==> src/rtl/pulp_clk_gate_ctrl.sv <==
// Clock-gate controller for the PULP domain: drains snooped AXI traffic before
// dropping the clock enable, and waits for the enable path to settle on each edge.
module pulp_clk_gate_ctrl #(
  parameter int unsigned CNT_WIDTH   = 4,
  parameter int unsigned SYNC_CYCLES = 8
) (
  input  logic Clk_CI,
  input  logic Rst_RBI,
  input  logic EnReq_SI,
  input  logic AxiAwValid_SI,
  input  logic AxiAwReady_SI,
  input  logic AxiBValid_SI,
  input  logic AxiBReady_SI,
  input  logic AxiArValid_SI,
  input  logic AxiArReady_SI,
  input  logic AxiRValid_SI,
  input  logic AxiRReady_SI,
  input  logic AxiRLast_SI,
  output logic ClkEn_SO,
  output logic Block_SO,
  output logic Gated_SO,
  output logic Err_SO
);

  typedef enum logic [2:0] {
    ST_ON,
    ST_DRAIN,
    ST_GATE_WAIT,
    ST_OFF,
    ST_UNGATE_WAIT
  } state_t;

  localparam logic [CNT_WIDTH-1:0] CNT_MAX    = '1;
  localparam logic [7:0]           TIMER_LOAD = 8'(SYNC_CYCLES - 1);

  state_t               state_reg, state_next;
  logic [7:0]           timer_reg, timer_next;
  logic [CNT_WIDTH-1:0] wcnt_reg, wcnt_next;
  logic [CNT_WIDTH-1:0] rcnt_reg, rcnt_next;
  logic                 err_reg, err_next;

  logic hs_aw, hs_b, hs_ar, hs_r, hs_rlast, hs_any;
  logic block, clk_en, gated, wcnt_err, rcnt_err;
  logic [CNT_WIDTH:0] wstep, rstep;

  // Returns {saturation_error, next_count}; simultaneous inc/dec cancel out.
  function automatic logic [CNT_WIDTH:0] cnt_step(input logic [CNT_WIDTH-1:0] cnt,
                                                  input logic inc, input logic dec);
    logic [CNT_WIDTH:0] res;
    res = {1'b0, cnt};
    if (inc && !dec) begin
      if (cnt == CNT_MAX) res[CNT_WIDTH] = 1'b1;
      else                res = {1'b0, cnt + 1'b1};
    end else if (dec && !inc) begin
      if (cnt == '0) res[CNT_WIDTH] = 1'b1;
      else           res = {1'b0, cnt - 1'b1};
    end
    return res;
  endfunction

  assign hs_aw    = AxiAwValid_SI & AxiAwReady_SI;
  assign hs_b     = AxiBValid_SI & AxiBReady_SI;
  assign hs_ar    = AxiArValid_SI & AxiArReady_SI;
  assign hs_r     = AxiRValid_SI & AxiRReady_SI;
  assign hs_rlast = hs_r & AxiRLast_SI;
  assign hs_any   = hs_aw | hs_b | hs_ar | hs_r;

  assign wstep     = cnt_step(wcnt_reg, hs_aw, hs_b);
  assign rstep     = cnt_step(rcnt_reg, hs_ar, hs_rlast);
  assign wcnt_next = wstep[CNT_WIDTH-1:0];
  assign rcnt_next = rstep[CNT_WIDTH-1:0];
  assign wcnt_err  = wstep[CNT_WIDTH];
  assign rcnt_err  = rstep[CNT_WIDTH];

  assign block = (state_reg != ST_ON) | (wcnt_reg == CNT_MAX) | (rcnt_reg == CNT_MAX);

  always_comb begin
    state_next = state_reg;
    timer_next = timer_reg;
    case (state_reg)
      ST_ON: begin
        if (!EnReq_SI) state_next = ST_DRAIN;
      end
      ST_DRAIN: begin
        if (EnReq_SI) begin
          state_next = ST_ON;
        end else if (wcnt_reg == '0 && rcnt_reg == '0) begin
          state_next = ST_GATE_WAIT;
          timer_next = TIMER_LOAD;
        end
      end
      ST_GATE_WAIT: begin
        if (timer_reg == 8'd0) state_next = ST_OFF;
        else                   timer_next = timer_reg - 8'd1;
      end
      ST_OFF: begin
        if (EnReq_SI) begin
          state_next = ST_UNGATE_WAIT;
          timer_next = TIMER_LOAD;
        end
      end
      ST_UNGATE_WAIT: begin
        if (timer_reg == 8'd0) state_next = ST_ON;
        else                   timer_next = timer_reg - 8'd1;
      end
      default: state_next = ST_ON;
    endcase
  end

  // Enable and gated status depend on the state register alone.
  always_comb begin
    clk_en = 1'b1;
    gated  = 1'b0;
    case (state_reg)
      ST_GATE_WAIT: clk_en = 1'b0;
      ST_OFF: begin
        clk_en = 1'b0;
        gated  = 1'b1;
      end
      default: ;
    endcase
  end

  // Traffic is illegal once the clock is (being) removed.
  assign err_next = err_reg
                  | ((hs_aw | hs_ar) & block)
                  | (((state_reg == ST_GATE_WAIT) | (state_reg == ST_OFF)) & hs_any)
                  | wcnt_err | rcnt_err;

  always_ff @(posedge Clk_CI or negedge Rst_RBI) begin
    if (!Rst_RBI) begin
      state_reg <= ST_ON;
      timer_reg <= 8'd0;
      wcnt_reg  <= '0;
      rcnt_reg  <= '0;
      err_reg   <= 1'b0;
    end else begin
      state_reg <= state_next;
      timer_reg <= timer_next;
      wcnt_reg  <= wcnt_next;
      rcnt_reg  <= rcnt_next;
      err_reg   <= err_next;
    end
  end

  assign ClkEn_SO = clk_en;
  assign Gated_SO = gated;
  assign Block_SO = block;
  assign Err_SO   = err_reg;

endmodule

==> config.mk <==
export PLATFORM = sky130hd
export DESIGN_NAME = pulp_clk_gate_ctrl
export DESIGN_NICKNAME = d
export VERILOG_FILES = /design/src/rtl/pulp_clk_gate_ctrl.sv
export SDC_FILE = /design/constraint.sdc
export NUM_CORES = 1
export LEC_CHECK = 0
export CORE_ASPECT_RATIO = 1.2
export CORE_UTILIZATION = 51
export DETAILED_ROUTE_END_ITERATION = 16
export GPL_TIMING_DRIVEN = 0
export PLACE_DENSITY = 0.76
export SLEW_MARGIN = 20
export SYNTH_ARGS = -nofsm -noshare
export SYNTH_HDL_FRONTEND = slang
export SYNTH_SLANG_ARGS = --single-unit
==> constraint.sdc <==
create_clock -name Clk_CI -period 1.8 [get_ports Clk_CI]
set_input_delay 0.27 -clock Clk_CI [delete_from_list [all_inputs] [get_ports Clk_CI]]
set_output_delay 0.27 -clock Clk_CI [all_outputs]
set_load 0.03 [all_outputs]
# Yosys cells after proc, flatten, opt, wreduce, memory -nomap -nowiden
# Index checks and enable logic that the tools add are counted.
[totals] memories=0 input_bits=12 output_inout_bits=4 rom_bits=0 reg_bits=20 latch_bits=0 elab_cells=95 ram_bits=0
[op_classes] n_div=0 mux=26 reduce_logical=23 n_bitwise=18 shift=0 add_sub_neg=5 order_cmp=0 multipliers=0 n_eq_ne=18
[ops] op="$mux 8" count=4
[ops] op="$pmux 8 s3" count=1
[ops] op="$ne 2x2->1 const B" count=11
[ops] op="$mux 5" count=4
[ops] op="$mux 3" count=6
[ops] op="$mux 4" count=4
[ops] op="$pmux 3 s5" count=1
[ops] op="$or 1x1->1" count=11
[ops] op="$reduce_and 5->1" count=2
[ops] op="$add 4x1->4 const B" count=2
[ops] op="$eq 4x4->1 const B" count=2
[ops] op="$logic_not 4->1" count=2
[ops] op="$logic_not 8->1" count=1
[ops] op="$sub 4x1->4 const B" count=2
[ops] op="$sub 8x1->8 const B" count=1
[ops] op="$and 1x1->1" count=7
[ops] op="$eq 3x2->1 const B" count=2
[ops] op="$mux 1" count=6
[ops] op="$reduce_and 3->1" count=2
[ops] op="$reduce_bool 3->1" count=2
[ops] op="$logic_and 1x1->1" count=5
[ops] op="$logic_not 1->1" count=4
[ops] op="$reduce_bool 2->1" count=2
[ops] op="$reduce_or 2->1" count=2
[ops] op="4 further kinds" count=4

# Logic depth before layout (Yosys ltp)
[depth] ltp_word=8 mapped_depth=8 depth_no_buf=7

# Least setup slack after synthesis
# Ideal clock, no wire load.
[synth_timing] path_kind="reg2reg" from="reg rcnt_reg[0]" to="reg timer_reg[5]" path_slack_ns=-0.138 n_path_buf=1 setup_ns=0.124 path_stages_with_launch=8 arrival_ns=1.814 path_cell_list="dfrtp_1 -> inv_1 -> ha_1 -> or3b_4 -> buf_6 -> nor4_4 -> nor3_4 -> a211o_1"
[synth_between] elab_chain_len=4
[synth_rtl] item="start: declaration" line="39" text="logic [CNT_WIDTH-1:0] rcnt_reg, rcnt_next;"
[synth_rtl] item="start signal: assignment" line="141" text="rcnt_reg <= rcnt_next;"
[synth_rtl] item="$logic_not 4->1" line="87" text="end else if (wcnt_reg == '0 && rcnt_reg == '0) begin"
[synth_rtl] item="$logic_and 1x1->1" line="87"
[synth_rtl] item="$ne 2x2->1 (no source line)"
[synth_rtl] item="$reduce_and 5->1 (no source line)"
[synth_rtl] item="end signal: assignment" line="139" text="timer_reg <= timer_next;"
[synth_rtl] item="end: declaration" line="37" text="logic [7:0] timer_reg, timer_next;"
# No other way between the ends.
# A chain may end at the register's enable or synchronous reset.

# Worst setup path after layout
[layout_timing] from="reg rcnt_reg[1]" to="reg timer_reg[2]"
# The elaborated chain is that of the path after synthesis.

==> impl_metrics.yaml <==
timing:
  worst_pin_slew_ps: 949
  setup_violations: 5
  finalCritPeriodShare_pct: 106
  skew_ps: 12.5
  finalHoldViolations: 0
  rsz0062_at_grt: "true"
  setup_ws_ps: -100
  maxSlewHeadroom_pct: 36.5
  slew_violations: 0
  fmax_mhz: 526
  min_period_ps: 1900
logic_synthesis:
  syn_inst: 171
  ys_seq_area_share_pct: 32.5
  async_flop_share_pct: 100
  synth.area.top_cells: "dfrtp_1 (32%), ha_1 (8.9%), inv_1 (3.9%)"
  synth_cell_types: 48
  yosys.area.top_type: "dfrtp_1"
  synth_top_cell_area_share_pct: 32.5
  synth_area_sq_mm: 0.00154
  synth_ff_type: "dfrtp_1"
  yosysWarnings: 0
  synth_nets: 194
  synth-edff-count: 0
  yosys_register_bits: 20
  avgSynthCellArea_sq_um: 9.01
critical_path:
  critPathTopFamily: "compound AO/OA/AOI/OAI gates"
  worstPathArrival_ps: 2160
  cp_slowest_stage_delay_ps: 440
  cp_slowest_cell: "dfrtp_1"
  path_class: "flip-flop to flip-flop"
  r2r-start: "rcnt_reg[1]"
  critPathCaptureType: "flip-flop"
  rrSetupSlack_ps: -100
  r2r_end: "timer_reg[2]"
  path_max_fanout: 4
  crit_chain: "inv_2, ha_4, or3b_4, o311ai_0, o221ai_1, o21ai_1"
  crit_buf_inv: 1
  required_ps: 2060
  start_kind: "flip-flop"
  ff2ff_path_depth: 6
grt:
  grt_use_total_pct: 27.0
  grt_max_degree: 21
  grt-ovfl-total: 0
  grt_pass1_vias: 1533
  grt_pass1_wl_um: 6580
  antenna_found_initial: 0
die:
  start_util_pct: 54.3
  ioPinCount: 16
  std_cell_rows: 21
  die_x_um: 52.2
  dieArea_sq_mm: 0.00325
  die-height_um: 62.2
  fp.coreArea_sq_mm: 0.00284
detailed_routing:
  dr.pass1.iters: 4
  viasPerCell: 6.21
  detail-route-antenna-nets: 0
  vias: 1558
  wl_per_cell_um: 16.7
  drt_iter0_drc: 59
  drc: 0
  drt-total-wl_um: 4200
cells_and_area:
  fillers: 203
  largest_reg_flops: 8
  fin_cells: 251
  drive_gt1_share_pct: 35.5
  area_growth_pct: 38.6
  fin_nets: 241
  antenna_cells: 0
  utilization_pct: 75.3
outcome:
  status: "complete, but fails checks"
  violations: "setup timing"
placed_design:
  place_ws_ps: -543
  io_buffers: 15
  hpwl_um: 2430
  dpl.cell_count: 220
  gp_congestion: 0.842
cts:
  clock_path_buffers: 2
  hold_buffers: 0
  path_clk_slew_ps: 120
  cts_root_buf: "clkbuf_4"
  clk_latency_ps: 320
  cts_tree: "done"
  htree_levels: 1
  clock_sinks: 20
  numCtsBuffers: 3
min_path:
  hold_class: "primary input to asynchronous set/reset pin"
power_and_ir_drop:
  p_leak_uw: 0.000898
  ir_drop_mv: 1.03
  power_uw: 2290
  power.density_mw_per_mm2: 1070
flow_run:
  drv_cap: 0
## per-stage QoR
| stage | hold slack, ps | cell area (sq um) | TNS [ps] |
|---|---|---|---|
| 2_1_floorplan | -25.6 | 1550 | -137 |
| 3_3_place_gp | 513 | 1740 | -4500 |
| 3_5_place_dp | 521 | 1740 | -5450 |
| 4_1_cts | 488 | 1990 | -173 |
| 5_1_grt | 539 | 2140 | -900 |
| 6_report | 461 | 2140 | -328 |
## how the worst max path moves through the flow
| stage | start | end | cells past startpoint |
|---|---|---|---|
| 2_1_floorplan | wcnt_reg[0] | timer_reg[5] | 7 |
| 3_3_place_gp | AxiRValid_SI | rcnt_reg[2] | 8 |
| 4_1_cts | rcnt_reg[1] | timer_reg[6] | 6 |
| 3_5_place_dp | AxiRLast_SI | rcnt_reg[2] | 8 |
| 5_1_grt | wcnt_reg[1] | timer_reg[5] | 6 |
| 6_report | rcnt_reg[1] | timer_reg[2] | 6 |
## cells in the mapped netlist, drive strengths merged, types with 2 or more instances
cell type  count
a211o          2
a211oi         5
a21o           3
a21oi          7
a221oi         2
a22o           2
a22oi          6
a41oi          2
and3           4
buf            6
clkbuf         3
dfrtp         20
ha            11
inv           16
mux2i          4
nand2          9
nand2b         6
nand3          5
nor2           9
nor2b          2
nor3           5
nor4           5
o21a           2
o21ai         12
o221ai         2
o22ai          3
o2bb2ai        2
o31ai          2
or3b           4
## layer usage
metal | vias up | wire (um) | part of all wire (%) | global-route usage, %
li1 | 732 | - | - | -
met1 | 750 | 1600 | 38 | 30.3
met2 | 61 | 2300 | 55 | 47.8
met3 | 15 | 165 | 3.9 | 3.19
met4 | 0 | 138 | 3.3 | 14.1
met5 | - | 0 | 0 | 0
## layout by cell type, fill, tap and decap left out, types with 2 or more instances in the layout
cell,netlist,layout
inv_2,0,6
nand3_1,5,5
buf_4,0,29
ha_2,0,3
a22oi_1,6,6
and3_1,4,4
nand2_1,9,9
nor2_1,9,9
clkbuf_4,0,5
a21o_1,3,3
inv_1,16,10
a211o_1,2,2
buf_2,4,3
ha_4,0,4
mux2i_1,4,4
clkdlybuf4s15_2,0,2
o22ai_1,3,3
nor2b_1,2,2
o31ai_1,2,2
clkdlybuf4s50_1,0,12
nand2b_1,6,5
a21oi_1,7,7
or3b_4,1,2
nor3_1,4,3
nor4_1,4,4
ha_1,11,4
a211oi_1,4,4
o21ai_0,11,11
dfrtp_1,20,19
or3b_2,2,2
buf_6,2,3
## power breakdown
group / total, uW / switching [uW] / internal (uW)
registers: 599 / 72.4 / 527
clock network: 376 / 151 / 225
logic: 1310 / 594 / 718
total: 2290 / 817 / 1470
## layout make-up
cell class / count / area (sq um) / share of cell area, %
flip-flops and latches: 20 / 502 / 23.5
clock buffers: 3 / 22.5 / 1.05
multi-input cells: 126 / 1060 / 49.4
repair buffers: 45 / 383 / 17.9
plain buffers: 6 / 41.3 / 1.93
inverters: 16 / 60.1 / 2.81
clock inverters: 1 / 30.0 / 1.41
well taps: 34 / 42.5 / 1.99
## logic make-up after synthesis
| kind of cell | count (synthesis) | share of synthesized area, % |
|---|---|---|
| fa+ha+maj | 11 | 8.93 |
| simple gates | 53 | 21.1 |
| flops | 20 | 32.5 |
| buf+inv | 25 | 7.39 |
| mux | 4 | 2.60 |
| compound gates | 58 | 27.5 |
## repair_timing
action | CTS | global route
buffers inserted | 19 | 11
pin swaps | 7 | 12
endpoints found under the setup margin | 18 | 19
resized for setup | 26 | 22
No activity file was read; power rests on OpenSTA's default activity.
